## src/rtl/neander_muldiv_unit.sv

```systemverilog
// neander_muldiv_unit
//
// Sequential radix-2 multiply/divide engine for the NEANDER-X datapath.
// MUL uses shift-add and DIV/MOD use restoring division. Each takes WIDTH
// RUN cycles. Divide-by-zero skips RUN and completes on the next cycle.
//
// Optional feature macro: NEANDER_MULDIV_SIGNED_EN
//   When defined, op_signed=1 makes the unit treat operands as two's
//   complement. Magnitudes are taken when the operands are latched, the
//   core runs unsigned, and signs are fixed up as the results load in DONE.
//   When undefined, op_signed is ignored and no sign logic is built.
//
// Ports:
//   clk, reset        clock, synchronous active-high reset
//   start             request; accepted in IDLE or DONE only
//   op                00=MUL 01=DIV 10=MOD 11=MUL
//   op_signed         two's complement operands (signed build only)
//   a, b              multiplicand/dividend, multiplier/divisor
//   busy              high exactly while in RUN
//   done              one-cycle pulse, results valid
//   result_lo/hi      MUL: product lo/hi; DIV: quo/rem; MOD: rem/quo
//   div_by_zero       last DIV/MOD had b==0; cleared by next accepted start
//
// state  | meaning
// -------+---------------------------------------------------------
// IDLE   | waiting for start
// RUN    | one radix-2 step per cycle, WIDTH cycles
// DONE   | results loaded, done pulse; may accept a new start

module neander_muldiv_unit #(
    parameter int WIDTH = 16
) (
    input  logic             clk,
    input  logic             reset,
    input  logic             start,
    input  logic [1:0]       op,
    input  logic             op_signed,
    input  logic [WIDTH-1:0] a,
    input  logic [WIDTH-1:0] b,
    output logic             busy,
    output logic             done,
    output logic [WIDTH-1:0] result_lo,
    output logic [WIDTH-1:0] result_hi,
    output logic             div_by_zero
);

    localparam int CW = $clog2(WIDTH + 1);
    localparam logic [1:0] OP_DIV = 2'b01;
    localparam logic [1:0] OP_MOD = 2'b10;

    typedef enum logic [1:0] {
        S_IDLE = 2'd0,
        S_RUN  = 2'd1,
        S_DONE = 2'd2
    } state_t;

    state_t           state_q, state_d;
    logic [CW-1:0]    cnt_q, cnt_d;
    logic [WIDTH-1:0] acc_q, acc_d;     // MUL: product high half; DIV: partial remainder
    logic [WIDTH-1:0] mq_q, mq_d;       // MUL: multiplier/product low; DIV: dividend/quotient
    logic [WIDTH-1:0] opnd_q, opnd_d;   // MUL: multiplicand; DIV: divisor
    logic             div_q, div_d;
    logic             mod_q, mod_d;
    logic             busy_q, busy_d;
    logic             done_q, done_d;
    logic [WIDTH-1:0] lo_q, lo_d;
    logic [WIDTH-1:0] hi_q, hi_d;
    logic             dbz_q, dbz_d;

    logic [WIDTH-1:0] mag_a, mag_b;
    logic             in_div;

`ifdef NEANDER_MULDIV_SIGNED_EN
    logic neg_a, neg_b;
    logic neg_main_q, neg_main_d;   // negate product / quotient
    logic neg_rem_q, neg_rem_d;     // negate remainder (follows dividend)

    always_comb begin
        neg_a = op_signed & a[WIDTH-1];
        neg_b = op_signed & b[WIDTH-1];
        mag_a = neg_a ? (~a + 1'b1) : a;
        mag_b = neg_b ? (~b + 1'b1) : b;
    end
`else
    logic unused_op_signed;
    assign unused_op_signed = op_signed;
    assign mag_a = a;
    assign mag_b = b;
`endif

    assign in_div = (op == OP_DIV) || (op == OP_MOD);

    // One radix-2 step of the active algorithm.
    logic [WIDTH:0]   mul_sum;
    logic [WIDTH:0]   div_shift;
    logic [WIDTH-1:0] div_sub;
    logic             div_ge;
    logic [WIDTH-1:0] step_acc, step_mq;

    always_comb begin
        mul_sum   = {1'b0, acc_q} + (mq_q[0] ? {1'b0, opnd_q} : '0);
        div_shift = {acc_q, mq_q[WIDTH-1]};
        // Partial remainder stays below the divisor, so the difference fits WIDTH bits.
        div_sub   = div_shift[WIDTH-1:0] - opnd_q;
        div_ge    = (div_shift >= {1'b0, opnd_q});
        if (div_q) begin
            step_acc = div_ge ? div_sub : div_shift[WIDTH-1:0];
            step_mq  = {mq_q[WIDTH-2:0], div_ge};
        end else begin
            step_acc = mul_sum[WIDTH:1];
            step_mq  = {mul_sum[0], mq_q[WIDTH-1:1]};
        end
    end

    // Final results from the last step, with sign correction when enabled.
    logic [2*WIDTH-1:0] prod_fix;
    logic [WIDTH-1:0]   quo_fix, rem_fix;

`ifdef NEANDER_MULDIV_SIGNED_EN
    always_comb begin
        prod_fix = neg_main_q ? (~{step_acc, step_mq} + 1'b1) : {step_acc, step_mq};
        quo_fix  = neg_main_q ? (~step_mq + 1'b1) : step_mq;
        rem_fix  = neg_rem_q ? (~step_acc + 1'b1) : step_acc;
    end
`else
    assign prod_fix = {step_acc, step_mq};
    assign quo_fix  = step_mq;
    assign rem_fix  = step_acc;
`endif

    always_comb begin
        state_d = state_q;
        cnt_d   = cnt_q;
        acc_d   = acc_q;
        mq_d    = mq_q;
        opnd_d  = opnd_q;
        div_d   = div_q;
        mod_d   = mod_q;
        lo_d    = lo_q;
        hi_d    = hi_q;
        dbz_d   = dbz_q;
`ifdef NEANDER_MULDIV_SIGNED_EN
        neg_main_d = neg_main_q;
        neg_rem_d  = neg_rem_q;
`endif
        case (state_q)
            S_RUN: begin
                acc_d = step_acc;
                mq_d  = step_mq;
                cnt_d = cnt_q - 1'b1;
                if (cnt_q == CW'(1)) begin
                    state_d = S_DONE;
                    if (!div_q) begin
                        {hi_d, lo_d} = prod_fix;
                    end else if (mod_q) begin
                        lo_d = rem_fix;
                        hi_d = quo_fix;
                    end else begin
                        lo_d = quo_fix;
                        hi_d = rem_fix;
                    end
                end
            end
            default: begin
                // IDLE and DONE both accept a new request.
                if (start) begin
                    dbz_d = 1'b0;
                    div_d = in_div;
                    mod_d = (op == OP_MOD);
                    if (in_div && (b == '0)) begin
                        // Quotient all ones, remainder is the raw dividend.
                        state_d = S_DONE;
                        dbz_d   = 1'b1;
                        lo_d    = (op == OP_MOD) ? a : '1;
                        hi_d    = (op == OP_MOD) ? '1 : a;
                    end else begin
                        state_d = S_RUN;
                        cnt_d   = CW'(WIDTH);
                        acc_d   = '0;
                        opnd_d  = in_div ? mag_b : mag_a;
                        mq_d    = in_div ? mag_a : mag_b;
`ifdef NEANDER_MULDIV_SIGNED_EN
                        neg_main_d = neg_a ^ neg_b;
                        neg_rem_d  = neg_a;
`endif
                    end
                end else begin
                    state_d = S_IDLE;
                end
            end
        endcase
        busy_d = (state_d == S_RUN);
        done_d = (state_d == S_DONE);
    end

    always_ff @(posedge clk) begin
        if (reset) begin
            state_q <= S_IDLE;
            cnt_q   <= '0;
            acc_q   <= '0;
            mq_q    <= '0;
            opnd_q  <= '0;
            div_q   <= 1'b0;
            mod_q   <= 1'b0;
            busy_q  <= 1'b0;
            done_q  <= 1'b0;
            lo_q    <= '0;
            hi_q    <= '0;
            dbz_q   <= 1'b0;
`ifdef NEANDER_MULDIV_SIGNED_EN
            neg_main_q <= 1'b0;
            neg_rem_q  <= 1'b0;
`endif
        end else begin
            state_q <= state_d;
            cnt_q   <= cnt_d;
            acc_q   <= acc_d;
            mq_q    <= mq_d;
            opnd_q  <= opnd_d;
            div_q   <= div_d;
            mod_q   <= mod_d;
            busy_q  <= busy_d;
            done_q  <= done_d;
            lo_q    <= lo_d;
            hi_q    <= hi_d;
            dbz_q   <= dbz_d;
`ifdef NEANDER_MULDIV_SIGNED_EN
            neg_main_q <= neg_main_d;
            neg_rem_q  <= neg_rem_d;
`endif
        end
    end

    assign busy        = busy_q;
    assign done        = done_q;
    assign result_lo   = lo_q;
    assign result_hi   = hi_q;
    assign div_by_zero = dbz_q;

endmodule

```

## config.mk

```make
export PLATFORM = sky130hd
export DESIGN_NAME = neander_muldiv_unit
export DESIGN_NICKNAME = d
export VERILOG_FILES = /design/src/rtl/neander_muldiv_unit.sv
export SDC_FILE = /design/constraint.sdc
export NUM_CORES = 1
export LEC_CHECK = 0
export BUFFER_PORTS_ARGS = -buffer_cell sky130_fd_sc_hd__buf_2
export CAP_MARGIN = 25
export CORE_MARGIN = 10
export CORE_UTILIZATION = 41
export DETAILED_ROUTE_END_ITERATION = 8
export SLEW_MARGIN = 40
export SYNTH_ARGS = -nofsm -noshare
export SYNTH_HDL_FRONTEND = slang
export SYNTH_SLANG_ARGS = --single-unit
```

## constraint.sdc

```tcl
create_clock -name clk -period 4.2 [get_ports clk]
set_input_delay 0.84 -clock clk [delete_from_list [all_inputs] [get_ports clk]]
set_output_delay 0.84 -clock clk [all_outputs]
set_load 0.02 [all_outputs]
```

==> results of run 1 <==
## final timing paths
kind	end	slack, ns	depth (start not counted)
worst max-delay path	result_hi[11]$_SDFFE_PP0P_	0.86	12
worst min-delay path	div_by_zero$_SDFFE_PP0P_	0.46	2
worst max register to register	result_hi[3]$_SDFFE_PP0P_	0.94	10
worst min register to register	div_by_zero$_SDFFE_PP0P_	0.46	2
## synth_stat cells (all sizes together) (9+ instances only)
| cell type | instances | share of area, % |
|---|---|---|
| o22ai | 20 | 1.8 |
| buf | 25 | 1.8 |
| mux2 | 12 | 2.1 |
| nor2 | 107 | 5.9 |
| nand3 | 14 | 1.0 |
| nor3 | 33 | 2.4 |
| a211oi | 27 | 3.0 |
| and2 | 18 | 1.7 |
| o21ai | 43 | 3.4 |
| a31oi | 10 | 0.92 |
| nor2b | 18 | 1.7 |
| mux2i | 43 | 6.4 |
| inv | 31 | 1.7 |
| a21o | 15 | 1.7 |
| xor2 | 9 | 1.2 |
| a21oi | 90 | 6.9 |
| or3 | 10 | 1.0 |
| xnor2 | 12 | 1.6 |
| clkbuf | 33 | 1.8 |
| nand2 | 48 | 2.7 |
| a221oi | 9 | 1.4 |
| ha | 35 | 6.5 |
| o211ai | 11 | 1.3 |
| dfxtp | 92 | 27 |
## report_power, final
part	total [mW]	switching (mW)	internal (mW)
clock	0.882	0.362	0.520
sequential	0.962	0.0457	0.916
combinational	0.683	0.430	0.253
total	2.53	0.838	1.69
## logic make-up (layout without fill, tap and decap cells)
| kind of cell | count (synthesis) | count (layout) |
|---|---|---|
| and+or+nand+nor | 284 | 284 |
| adders and majority gates | 37 | 37 |
| xor gates and xnor gates | 21 | 21 |
| DFF | 92 | 92 |
| AOI/OAI and AO/OA | 289 | 289 |
| muxes | 55 | 55 |
| buffers and inverters | 89 | 139 |
## state kept, by name, indices dropped and copies added (netlist names)
| register | flops |
|---|---|
| div_q | 1 |
| result_hi | 16 |
| result_lo | 16 |
| div_by_zero | 1 |
| mq_q | 16 |
| busy | 1 |
| done | 1 |
| acc_q | 16 |
| opnd_q | 16 |
| cnt_q | 5 |
| mod_q | 1 |
| state_q | 2 |
## per-layer routing
| metal | up-vias | GRT usage [%] | wire length [µm] |
|---|---|---|---|
| li1 | 3288 | - | - |
| met1 | 3173 | 28.86 | 11190 |
| met2 | 264 | 32.15 | 10470 |
| met3 | 51 | 4.217 | 1629 |
| met4 | 0 | 6.838 | 636 |
| met5 | - | 0 | 0 |
## worst max-delay path: stages
cell and delay (ns):
buf_2 0.09, inv_1 0.05, ha_2 0.28, nor4_1 0.50, nand4_1 0.23, nor4_4 0.35, nand3_1 0.18, nand2_1 0.31
buf_4 0.25, nor2_1 0.05, or3_1 0.34, a31oi_1 0.14
## placed cells by master (no fill, tap or decap), types with 12 or more instances in the layout
| cell type | count |
|---|---|
| a211oi_1 | 27 |
| a21o_1 | 15 |
| a21oi_1 | 86 |
| and2_1 | 18 |
| buf_2 | 71 |
| buf_4 | 22 |
| dfxtp_1 | 91 |
| ha_1 | 34 |
| inv_1 | 29 |
| mux2i_1 | 42 |
| nand2_1 | 48 |
| nand3_1 | 13 |
| nor2_1 | 105 |
| nor2b_1 | 16 |
| nor3_1 | 33 |
| o21ai_0 | 38 |
| o22ai_1 | 20 |
| xnor2_1 | 12 |
## layout make-up
type / instances / share of cell area, %
Multi-Input combinational cell: 686 / 60.14
Inverter: 31 / 1.517
Clock buffer: 11 / 3.034
Timing Repair Buffer: 93 / 6.785
Tap cell: 216 / 3.523
Clock inverter: 4 / 0.9786
Sequential cell: 92 / 24.03
## per-stage QoR
| stage | hold slack, ns | power [mW] |
|---|---|---|
| after global routing | 0.4966 | 2.618 |
| after detailed placement | 0.4535 | 1.645 |
| after floorplan | 0.4689 | 1.437 |
| after global placement | 0.4456 | 1.642 |
| final | 0.4571 | 2.527 |
| after CTS | 0.4633 | 2.515 |
==> flow_summary.json, run 1 <==
{
  "multiInputGateArea_um2": 4613,
  "syn-num-nets": 942,
  "postRouteAntennaNets": 0,
  "crit-reg2reg-launch": "mq_q[15]$_SDFFE_PP0P_",
  "place.gp.congestion": 0.8944,
  "min_from": "div_by_zero$_SDFFE_PP0P_",
  "grt_setup_unrepaired": "false",
  "synth_fa_ha_area_share_pct": 7.049,
  "drive_gt1_share_pct": 16.36,
  "ir_drop_uv": 212.6,
  "antenna_found_initial": 0,
  "clk_latency_ns": 0.34,
  "synth_area_um2": 6780,
  "portBuffers": 71,
  "post-place-cells": 1118,
  "numCtsBuffers": 9,
  "max_cap_viol_count": 0,
  "path_max_fanout": 8,
  "max_freq_mhz": 299.0,
  "wl_per_cell_um": 21.12,
  "worstPathArrival_ns": 3.62,
  "required_ns": 4.47,
  "ys_async_sr_fraction_pct": 0,
  "synth_top_family_by_area": "compound AO/OA/AOI/OAI gates",
  "yosys_warnings": 0,
  "row_count": 46,
  "boundaryPins": 73,
  "status": "finished, final reports clean",
  "cts.repair.resized": 0,
  "synth_edf_count": 0,
  "finalCriticalPeriod_ns": 3.345,
  "startpoint": "op[0]",
  "vias": 6776,
  "seq_area_um2": 1843,
  "cts_buffer_depth": 2,
  "grt_pass1_vias": 6395,
  "routed_wl_um": 23930,
  "critPathLaunchType": "input port",
  "slew_violations": 0,
  "grt_max_degree": 60,
  "dieHeight_um": 148.6,
  "grt_pass1_wl_um": 37150,
  "postCtsHoldBufs": 0,
  "yosys.area_share.simple_pct": 20.45,
  "synth_ff_type": "dfxtp_1",
  "relSlewSlack_pct": 40.73,
  "synthMuxAreaShare_pct": 8.507,
  "tritoncts": "done",
  "final.setup.tns_ns": 0,
  "worst_slew_pin_slew_ns": 0.8881,
  "postLayoutCoreUtil_pct": 47.77,
  "cts_root_buf": "clkbuf_16",
  "grt_usage_pct": 21.04,
  "num-nets-final": 988,
  "worst_slack_ns": 0.8552,
  "synth_compound_area_share_pct": 28.82,
  "start_util_pct": 42.22,
  "post_cts_buffers": 0,
  "syn_inst": 867,
  "hpwl_um": 17540,
  "drt_first_pass_iters": 7,
  "pre_cts_ws_ns": 0.5990,
  "power.density_nw_per_um2": 329.4,
  "fin_worst_skew_ns": 0.008386,
  "finalNonFillerCells": 1133,
  "setup.worst_path.class": "in2reg",
  "end_kind": "flop",
  "die_x_um": 148.6,
  "fp.dieArea_um2": 22080,
  "min_path_type": "reg2reg",
  "gr-total-overflow": 0,
  "htree_levels": 3,
  "fin_crit_sh_pct": 79.64,
  "p_leak_nw": 3.164,
  "path_clk_slew_ns": 0.07,
  "core-area_um2": 16060,
  "seq_area_frac_synth_pct": 27.16,
  "antenna_cells": 0,
  "dpl-instance-area_um2": 7358,
  "stdcell_area_um2": 7671,
  "finalSetupViolCount": 0,
  "fillCellCount": 1599,
  "drtIter0Drc": 679,
  "area_growth_pct": 13.14,
  "synthXorXnorAreaFrac_pct": 2.713,
  "syn_avg_cell_area_um2": 7.820,
  "ys_types": 80,
  "vias_per_cell": 5.981,
  "clock-sinks": 92,
  "remaining_drc_errors": 0,
  "ys_seq_elements": 92,
  "hold_viol_final": 0
}
No activity file was read; power rests on OpenSTA's default activity.
==> run 2, diff against run 1 <==
==> constraint.sdc (replaced) <==
create_clock -name clk -period 3.2 [get_ports clk]
set_input_delay 0.64 -clock clk [delete_from_list [all_inputs] [get_ports clk]]
set_output_delay 0.64 -clock clk [all_outputs]
set_load 0.02 [all_outputs]
==> flow_summary.json, run 2 (synthesis gave the netlist of run 1 again) <==
{
  "area_growth_pct": 16.31,
  "postCtsHoldBufs": 0,
  "vias_per_cell": 5.972,
  "postRouteAntennaNets": 0,
  "row_count": 46,
  "grt_max_degree": 61,
  "wl_per_cell_um": 20.48,
  "power_mw": 3.366,
  "die_x_um": 148.6,
  "crit-reg2reg-launch": "opnd_q[4]$_SDFFE_PP0P_",
  "fillCellCount": 1581,
  "netSwitchingPower_mw": 1.118,
  "finalCriticalPeriod_ns": 3.113,
  "finalSetupViolCount": 0,
  "core-area_um2": 16060,
  "startpoint": "opnd_q[4]$_SDFFE_PP0P_",
  "ir_drop_uv": 220.5,
  "clk_latency_ns": 0.35,
  "post-place-cells": 1143,
  "fp.dieArea_um2": 22080,
  "drtIter0Drc": 674,
  "stdcell_area_um2": 7886,
  "p_int_mw": 2.248,
  "worst_slew_pin_slew_ns": 0.7529,
  "worstPathArrival_ns": 3.33,
  "portBuffers": 71,
  "dieHeight_um": 148.6,
  "place.gp.congestion": 0.9041,
  "rr_worst_depth": 11,
  "crit_path_end": "result_hi[6]$_SDFFE_PP0P_",
  "slew_violations": 0,
  "max_freq_mhz": 321.3,
  "drt_first_pass_iters": 5,
  "boundaryPins": 73,
  "p_sw_share_pct": 33.22,
  "drive_gt1_share_pct": 18.68,
  "tritoncts": "done",
  "p_leak_nw": 3.292,
  "clock-sinks": 92,
  "cts_root_buf": "clkbuf_16",
  "gr-total-overflow": 0,
  "clkPwrFrac_pct": 34.8,
  "relSlewSlack_pct": 49.62,
  "path_max_fanout": 6,
  "finalNonFillerCells": 1158,
  "status": "finished, final reports clean",
  "seq_power_share_pct": 37.4,
  "ff2ff_setup_slack_ns": 0.09,
  "remaining_drc_errors": 0,
  "grt_usage_pct": 20.87,
  "routed_wl_um": 23720,
  "start_util_pct": 42.22,
  "path_clk_slew_ns": 0.07,
  "power.density_nw_per_um2": 426.9,
  "htree_levels": 3,
  "grt_pass1_wl_um": 37060,
  "final_cell_mix": "nor2_1, dfxtp_1, a21oi_1",
  "final_common_cell": "nor2_1",
  "required_ns": 3.42,
  "vias": 6915,
  "max_cap_viol_count": 0,
  "antenna_cells": 0,
  "fin_crit_sh_pct": 97.28,
  "r2r_end": "result_hi[6]$_SDFFE_PP0P_",
  "antenna_found_initial": 0,
  "setup.worst_path.class": "reg2reg",
  "min_path_type": "reg2reg",
  "grt_setup_unrepaired": "true",
  "grt_pass1_vias": 6460,
  "cts_buffer_depth": 2,
  "share_comb_of_total_power_pct": 27.8,
  "hpwl_um": 17760,
  "numCtsBuffers": 9,
  "dpl-instance-area_um2": 7561,
  "end_kind": "flop",
  "num-nets-final": 1013,
  "critPathLaunchType": "flop",
  "fin_worst_skew_ns": 0.009175,
  "hold_viol_final": 0
}
-- run 2: cell types whose count changed in the layout (fill, tap and decap cells not counted), sizes merged --
cell and change:
buf +25
-- run 2: final cells by class --
class                   count  area, µm²  area share [%]
clock buffers              11      232.7           2.951
multi-input cells         686       4627           58.67
repair buffers            118      720.7           9.139
flip-flops and latches     92       1844           23.39
well taps                 216      270.3           3.427
inverters                  31      116.4           1.475
clock inverters             4      75.07          0.9519
-- run 2: power by group through the flow --
stage,Combinational [mW],Clock [mW],Sequential [mW]
2_1_floorplan,0.611,0,1.28
3_3_place_gp,0.908,0,1.28
3_5_place_dp,0.913,0,1.28
4_1_cts,0.920,1.17,1.26
5_1_grt,1.01,1.21,1.27
6_report,0.935,1.17,1.26
-- run 2: metal layers --
metal | up-vias | global-route usage [%] | share of wire (%)
li1 | 3351 | - | -
met1 | 3280 | 29.09 | 47
met2 | 257 | 33.11 | 45
met3 | 27 | 3.034 | 6.2
met4 | 0 | 4.609 | 1.4
met5 | - | 0 | 0
-- run 2: critical path, cell delays in order, from the launching register on --
cell and delay [ns]:
dfxtp_1 0.39, inv_1 0.06, ha_1 0.35, a21o_1 0.21, a31oi_1 0.30, a21oi_4 0.12
buf_4 0.17, o21a_4 0.23, a21oi_2 0.29, o22ai_1 0.22, a221oi_1 0.49, o41ai_1 0.14
-- run 2: worst min-delay path by stage --
stage               slack (ns)                   endpoint  depth (start not counted)                       from
floorplan                 0.47     acc_q[14]$_SDFFE_PP0P_                          2     acc_q[14]$_SDFFE_PP0P_
global placement          0.45   div_by_zero$_SDFFE_PP0P_                          2   div_by_zero$_SDFFE_PP0P_
detailed placement        0.45   div_by_zero$_SDFFE_PP0P_                          2   div_by_zero$_SDFFE_PP0P_
CTS                       0.46   div_by_zero$_SDFFE_PP0P_                          2   div_by_zero$_SDFFE_PP0P_
global route              0.50  result_hi[9]$_SDFFE_PP0P_                          2  result_hi[9]$_SDFFE_PP0P_
finish                    0.46   div_by_zero$_SDFFE_PP0P_                          2   div_by_zero$_SDFFE_PP0P_
-- run 2: through the flow --
stage	setup slack (ns)	setup TNS [ns]	hold slack, ns	utilization (%)
after floorplan	0.1654	0	0.4689	-
after global placement	0.02583	0	0.4497	47.05
after detailed placement	-0.04794	-0.06350	0.4469	47.09
after CTS	0.05218	0	0.4604	49.00
after global routing	-0.01590	-0.01590	0.4987	49.11
final	0.08716	0	0.4608	49.11
-- run 2: what timing repair did --
action | 4_1_cts | 5_1_grt
setup endpoints to repair | 0 | 11
resized for setup | 0 | 4
setup buffers | 0 | 0
